$ cat src/rtl/hazard_stall_ctrl.sv
// hazard_stall_ctrl: load-use bubble insertion, imem/dmem wait freezing and stall perf counters
//   clk, rst_n                       : clock, asynchronous active-low reset
//   id_rs1_num/id_rs2_num/id_uses_*  : source operands of the ID instruction
//   id_is_store                      : ID instruction is a store (rs2 is store data)
//   ex_rd_num/ex_load_regfile/ex_is_load : destination info of the EX instruction
//   mem_dmem_req/dmem_resp           : data memory handshake seen in MEM
//   if_imem_req/imem_resp            : instruction memory handshake seen in IF
//   perf_clr                         : synchronous clear of both counters
//   stall_if/stall_id/bubble_id/bubble_ex/stall_mem : pipeline control
//   state                            : 0 RUN, 1 LU_BUBBLE, 2 DMEM_WAIT
//   load_use_cnt/mem_stall_cnt       : saturating stall-cycle counters
module hazard_stall_ctrl #(
  parameter int CNT_W = 32
) (
  input  logic             clk,
  input  logic             rst_n,
  input  logic [4:0]       id_rs1_num,
  input  logic [4:0]       id_rs2_num,
  input  logic             id_uses_rs1,
  input  logic             id_uses_rs2,
  input  logic             id_is_store,
  input  logic [4:0]       ex_rd_num,
  input  logic             ex_load_regfile,
  input  logic             ex_is_load,
  input  logic             mem_dmem_req,
  input  logic             dmem_resp,
  input  logic             if_imem_req,
  input  logic             imem_resp,
  input  logic             perf_clr,
  output logic             stall_if,
  output logic             stall_id,
  output logic             bubble_id,
  output logic             bubble_ex,
  output logic             stall_mem,
  output logic [1:0]       state,
  output logic [CNT_W-1:0] load_use_cnt,
  output logic [CNT_W-1:0] mem_stall_cnt
);
  typedef enum logic [1:0] {RUN = 2'd0, LU_BUBBLE = 2'd1, DMEM_WAIT = 2'd2} state_t;
  state_t state_q, state_d;
  logic [CNT_W-1:0] lu_cnt_q, lu_cnt_d, ms_cnt_q, ms_cnt_d;
  logic dmem_stall, imem_stall, lu_hit;
  logic s_if, s_id, b_id, b_ex, s_mem;
  assign dmem_stall = mem_dmem_req & ~dmem_resp;
  assign imem_stall = if_imem_req & ~imem_resp;
  // rs2 of a store is only store data, which WB->MEM forwarding delivers in time
  assign lu_hit = ex_is_load & ex_load_regfile & (ex_rd_num != 5'd0) &
                  ((id_uses_rs1 & (id_rs1_num == ex_rd_num)) |
                   (id_uses_rs2 & (id_rs2_num == ex_rd_num) & ~id_is_store));
  always_comb begin
    state_d = state_q;
    s_if = 1'b0;
    s_id = 1'b0;
    b_id = 1'b0;
    b_ex = 1'b0;
    s_mem = 1'b0;
    case (state_q)
      RUN, LU_BUBBLE: begin
        // in LU_BUBBLE EX holds the inserted NOP, so detection is suppressed
        if (dmem_stall) begin
          s_mem = 1'b1;
          s_if = 1'b1;
          s_id = 1'b1;
          state_d = DMEM_WAIT;
        end else if (lu_hit && state_q == RUN) begin
          s_if = 1'b1;
          s_id = 1'b1;
          b_ex = 1'b1;
          state_d = LU_BUBBLE;
        end else begin
          s_if = imem_stall;
          b_id = imem_stall;
          state_d = RUN;
        end
      end
      DMEM_WAIT: begin
        // other hazards wait for the first RUN cycle
        s_mem = dmem_stall;
        s_if = dmem_stall;
        s_id = dmem_stall;
        state_d = dmem_stall ? DMEM_WAIT : RUN;
      end
      default: state_d = RUN;
    endcase
    lu_cnt_d = perf_clr ? '0 : (b_ex && !(&lu_cnt_q)) ? lu_cnt_q + CNT_W'(1) : lu_cnt_q;
    ms_cnt_d = perf_clr ? '0 : (s_mem && !(&ms_cnt_q)) ? ms_cnt_q + CNT_W'(1) : ms_cnt_q;
  end
  always_ff @(posedge clk or negedge rst_n) begin
    if (!rst_n) begin
      state_q <= RUN;
      lu_cnt_q <= '0;
      ms_cnt_q <= '0;
    end else begin
      state_q <= state_d;
      lu_cnt_q <= lu_cnt_d;
      ms_cnt_q <= ms_cnt_d;
    end
  end
  // controls must read inactive for the whole time reset is held
  assign stall_if = rst_n & s_if;
  assign stall_id = rst_n & s_id;
  assign bubble_id = rst_n & b_id;
  assign bubble_ex = rst_n & b_ex;
  assign stall_mem = rst_n & s_mem;
  assign state = state_q;
  assign load_use_cnt = lu_cnt_q;
  assign mem_stall_cnt = ms_cnt_q;
endmodule

$ cat config.mk
export PLATFORM = sky130hd
export DESIGN_NAME = hazard_stall_ctrl
export DESIGN_NICKNAME = d
export VERILOG_FILES = /design/src/rtl/hazard_stall_ctrl.sv
export SDC_FILE = /design/constraint.sdc
export NUM_CORES = 1
export LEC_CHECK = 0
export ABC_AREA = 1
export BUFFER_PORTS_ARGS = -buffer_cell sky130_fd_sc_hd__buf_2
export CAP_MARGIN = 10
export CORE_MARGIN = 8
export CORE_UTILIZATION = 40
export CTS_BUF_LIST = sky130_fd_sc_hd__clkbuf_16
export DETAILED_ROUTE_END_ITERATION = 10
export PLACE_DENSITY = 0.62
export SETUP_SLACK_MARGIN = 0.5
export SLEW_MARGIN = 20
export SYNTH_ARGS = -nofsm -noshare
export SYNTH_HDL_FRONTEND = slang
export SYNTH_SLANG_ARGS = --single-unit
$ cat constraint.sdc
create_clock -name clk -period 4.02 [get_ports clk]
set_input_delay 0.603 -clock clk [delete_from_list [all_inputs] [get_ports clk]]
set_output_delay 0.603 -clock clk [all_outputs]
set_load 0.02 [all_outputs]
* Word-level counts from Yosys, hierarchy flattened
Index checks and enable logic that the tools add are counted.
** Operators by class
- Add/subtract/negate cells :: 2
- Multipliers :: 0
- Divide/modulo/power cells :: 0
- Order comparisons :: 0
- Eq/ne operators :: 4
- Shift operators :: 0
- Muxes and demuxes :: 21
- Bitwise gates (word level) :: 17
- Reductions and logical operators :: 12
** Operators by type and width (number)
- $mux W32 :: 4
- $add A32 B1 Y32 const B :: 2
- $reduce_and A32 Y1 :: 2
- $and A1 B1 Y1 :: 13
- $mux W1 :: 11
- $eq A5 B5 Y1 :: 2
- $pmux W1 S2 :: 3
- $reduce_bool A5 Y1 :: 1
- $mux W2 :: 2
- $pmux W2 S2 :: 1
- $reduce_bool A2 Y1 :: 2
- $logic_and A1 B1 Y1 :: 3
- $not A1 Y1 :: 3
- $eq A2 B1 Y1 const B :: 1
- $eq A2 B2 Y1 const B :: 1
- $logic_not A1 Y1 :: 2
- $logic_not A2 Y1 :: 1
- $reduce_or A2 Y1 :: 1
- $or A1 B1 Y1 :: 1
** Storage, ports and cells
- Register bits :: 66
- Latch bits :: 0
- Memory bits (writable) :: 0
- Bits in read-only memories :: 0
- Input bits :: 27
- Output and inout port bits :: 71
- Word-level logic and storage cells :: 59
- Memories :: 0

* Longest topological paths before layout
- Depth after elaboration :: 12
- Gate-level depth with buffers :: 12

* Worst setup path after synthesis
No wires, ideal clock.
- Kind :: input-to-output
- From :: input ex_rd_num[3]
- To :: output bubble_id
- Data arrival time :: 1546 ps
- Data required time :: 3417 ps
- Path slack :: 1871 ps
- Stages :: 7
- Cells stage by stage :: inv_1 -> nand4_1 -> o21ai_0 -> inv_1 -> nand2_1 -> nand2_1 -> nor3_1
** Between the ends
- Word-level cells in the longest chain between the ends :: 10
- Elaborated cells between the ends (all ways) :: 14
- Classes of those cells :: 2 x eq/ne; 3 x mux; 7 x bitwise; 2 x reduce/logical
** RTL lines
- start: declaration :: line 22 : input logic [4:0] ex_rd_num,
- $eq A5 B5 Y1 :: line 49 : (id_uses_rs2 & (id_rs2_num == ex_rd_num) & ~id_is_store));
- $and A1 B1 Y1 (2 in series) :: line 49
- $or A1 B1 Y1 :: line 48 : ((id_uses_rs1 & (id_rs1_num == ex_rd_num)) |
- $and A1 B1 Y1 (*) :: line 47 : assign lu_hit = ex_is_load & ex_load_regfile & (ex_rd_num != 5'd0) &
- $logic_and A1 B1 Y1 (*) :: line 65 : end else if (lu_hit && state_q == RUN) begin
- $mux W1 (*) :: line 65
- $mux W1 (*) :: line 60 : if (dmem_stall) begin
- $mux W1 (*) :: line 57 : case (state_q)
- $and A1 B1 Y1 (*) :: line 102 : assign bubble_id = rst_n & b_id;
- end: declaration :: line 32 : output logic bubble_id,
Mark *: on every way between the ends. The rest lies on a longest branch, timed or not.

* Worst setup path in the final report
- From :: register lu_cnt_q[0] (netlist: load_use_cnt[0])
- To :: register lu_cnt_q[19] (netlist: load_use_cnt[19])
** Between the ends
- Word-level cells in the longest chain between the ends :: 4
- Elaborated cells between the ends (all ways) :: 7
- Classes of those cells :: 1 x add/sub; 2 x mux; 4 x reduce/logical
** RTL lines
- start: declaration :: line 41 : logic [CNT_W-1:0] lu_cnt_q, lu_cnt_d, ms_cnt_q, ms_cnt_d;
- start signal: assignment :: line 95 : lu_cnt_q <= lu_cnt_d;
- branches (longest 4 deep; another with $add A32 B1 Y32)
Parallel ways; which one is timed is not known. The select of a mux whose other input is x is not followed.
A chain may end at the register's enable or synchronous reset.

==> impl_metrics.tcl <==
set metrics [dict create \
    routed_via_density 4.90 \
    clkPwrFrac_pct 49.9 \
    hold_buffers 0 \
    synth_top_area_share_pct 33.5 \
    critical_path.max_fanout 32 \
    cts_buffers 9 \
    fin_crit_sh_pct 56.5 \
    yosys.area_share.simple_pct 44.5 \
    syn_area_per_cell_um2 6.34 \
    critical_path.top_delay_family "simple AND/OR/NAND/NOR gates" \
    tns_ps 0 \
    required_ps 4290 \
    synth-xor-area-share_pct 5.87 \
    area_delta_synth_final_pct 17.4 \
    drc 0 \
    hold_violations 0 \
    die_area_um2 16100 \
    synth-warning-count 0 \
    tightestPinTransition_ps 825 \
    grt_max_degree 65 \
    pwr_density_cell_nw_per_um2 265 \
    endpoint_kind "flip-flop" \
    slew_headroom_pct 45.0 \
    fin_hold_ws_ps 73.4 \
    num_antenna_cells 0 \
    htreeDepth 3 \
    nFillCells 1290 \
    wl_per_cell_um 13.6 \
    clk_pin_slew_ps 60 \
    grt_usage_pct 17.5 \
    rsz0062_at_grt "no" \
    grt_pass1_wl_um 23000 \
    ios 98 \
    postCtsSetupBuffers 0 \
    grt_pass1_vias 4646 \
    cts_root_buf "clkbuf_16" \
    power_mw 1.53 \
    finalSetupViolCount 0 \
    mostFrequentLayoutCells "262 x nand2_1, 116 x nand3_1, 104 x nor2_1, 97 x buf_2, 93 x inv_1" \
    netlist_area_um2 4920 \
    synth_top_family_by_area "simple AND/OR/NAND/NOR gates" \
    place_congestion 0.854 \
    worstSkewPairLatency_ps 340 \
    fin_nets 898 \
    final_common_cell "nand2_1" \
    ys_ff_latch 66 \
    swShare_pct 24.0 \
    synth_compound_area_share_pct 4.98 \
    p_int_mw 1.16 \
    period_needed_ps 2270 \
    synth_area_leaders "dfrtp_1 34%, nand2_1 20%, nand3_1 12%" \
    status "complete, no violations" \
    initial_core_util_pct 41.0 \
    syn_nets 805 \
    drv_cap 0 \
    detail-route-antenna-nets 0 \
    clk_path_buf_depth 2 \
    wirelength_um 13900 \
    synthArstFlopShare_pct 100 \
    leakage_nw 3.08 \
    row_count 40 \
    io_buffers 97 \
    ys_seq_area_share_pct 33.5 \
    crit_arrival_ps 2540 \
    cts_tree "done" \
    multi_input_area_um2 2750 \
    p_sw_mw 0.368 \
    worst-path-buf-inv 1 \
    final_area_um2 5780 \
    fp.dieW_um 127 \
    die_h_um 127 \
    cts_resized 0 \
    ir_worst_vdd_v 0.000160 \
    maxSlewViolCount 0 \
    grt_antenna_before_repair 0 \
    synthMuxAreaShare_pct 0 \
    hold_path.class "primary input to async pin" \
    finClkSkew_ps 8.70 \
    placed_cell_area_um2 5490 \
    synth_flop_cell "dfrtp_1" \
    cts.sinks 66 \
    synth_edf_count 0 \
    max_stage_delay_ps 450 \
    crit_path_start_kind "flip-flop" \
    fmax_mhz 440 \
    core-area_um2 12000 \
    dr.pass1.iters 5 \
    seqPwrFrac_pct 43.7 \
    synthAdderAreaFrac_pct 0.508 \
    seqCellArea_um2 1650 \
    startpoint "load_use_cnt[0]$_DFFE_PN0P_" \
    path_class "flip-flop to flip-flop" \
    post-synth-top-area-cell "dfrtp_1" \
    place_hpwl_um 10600 \
    path_common_cell "nand3_1" \
    cp_cell_sequence "ha_1, nand2_1, nor2_1, nand3_1, nor2_1, nand3_1, nand4_1, buf_4, nand3_1, nand2_1" \
    syn_inst 776 \
    vias 5004 \
    rr_startpoint "load_use_cnt[0]$_DFFE_PN0P_" \
    combPwrFrac_pct 6.4 \
    finalCoreUtilization_pct 48.1 \
    crit_slowest_cell "dfrtp_1" \
    drive_above_1_share_pct 17.4 \
    drtIter0Drc 356 \
    overflow 0 \
    synth.distinct_cells 30 \
]
## area by class of cell
type / count / share of cell area, %
Clock buffer: 9 / 3.90
Inverter: 101 / 6.69
Clock inverter: 7 / 1.04
Multi-Input combinational cell: 589 / 47.6
Sequential cell: 66 / 28.6
Tap cell: 147 / 3.18
Timing Repair Buffer: 102 / 9.05
## registers in the layout (all words and copies together), names as in the netlist
signal	flops
state	2
load_use_cnt	32
mem_stall_cnt	32
## per-layer routing
metal | track usage, % | share of wire, % | routed length (um)
met5 | 0 | 0 | 0
met4 | 7.07 | 2.0 | 280
met3 | 3.69 | 4.5 | 628
met2 | 27.8 | 46 | 6360
met1 | 22.7 | 48 | 6590
## path summary, 6_finish.rpt
kind	endpoint	slack, ps	depth (start not counted)
max	load_use_cnt[19]$_DFFE_PN0P_	1750	10
min	state[0]$_DFF_PN0_	70	1
max reg2reg	load_use_cnt[19]$_DFFE_PN0P_	1750	10
min reg2reg	mem_stall_cnt[12]$_DFFE_PN0P_	550	2
max in group asynchronous	mem_stall_cnt[29]$_DFFE_PN0P_	2940	2
min in group clk	mem_stall_cnt[0]$_DFFE_PN0P_	510	2
## worst register-to-register path: stages (launching register included)
cell	delay (ps)
dfrtp_1	450
ha_1	290
nand2_1	90
nor2_1	310
nand3_1	170
nor2_1	110
nand3_1	140
nand4_1	110
buf_4	320
nand3_1	130
nand2_1	80
## power by group through the flow
| stage | Sequential (mW) | Clock, mW | Combinational (mW) |
|---|---|---|---|
| after floorplan | 0.683 | 0 | 0.0608 |
| after global placement | 0.682 | 0 | 0.0994 |
| after detailed placement | 0.682 | 0 | 0.100 |
| after CTS | 0.670 | 0.785 | 0.100 |
| after global routing | 0.670 | 0.810 | 0.112 |
| final | 0.670 | 0.764 | 0.0986 |
## cells in the mapped netlist, types with 4 or more instances
cell type	n
o21ai_0	13
nand2_2	4
dfrtp_1	66
nand2_1	262
nand3_1	116
clkbuf_1	8
inv_2	6
o21ai_2	18
inv_1	94
xor2_1	24
nand4_1	6
xnor2_1	9
nor3_1	20
nor2_1	104
## cell families (layout without fill, tap and decap cells)
| kind of cell | after synthesis | count (layout) |
|---|---|---|
| adder cells (fa/ha/maj) | 2 | 2 |
| AO/OA/AOI/OAI | 35 | 35 |
| AND/OR/NAND/NOR | 519 | 519 |
| XOR/XNOR | 33 | 33 |
| flip-flops | 66 | 66 |
| buffers and inverters | 121 | 219 |
## through the flow
step / instances / worst slack (ps)
4_1_cts: 1021 / 1760
3_3_place_gp: 1005 / 1780
2_1_floorplan: 776 / 1870
3_5_place_dp: 1005 / 1760
6_report: 1021 / 1750
5_1_grt: 1021 / 1580
(Power assumes the default switching activity.)
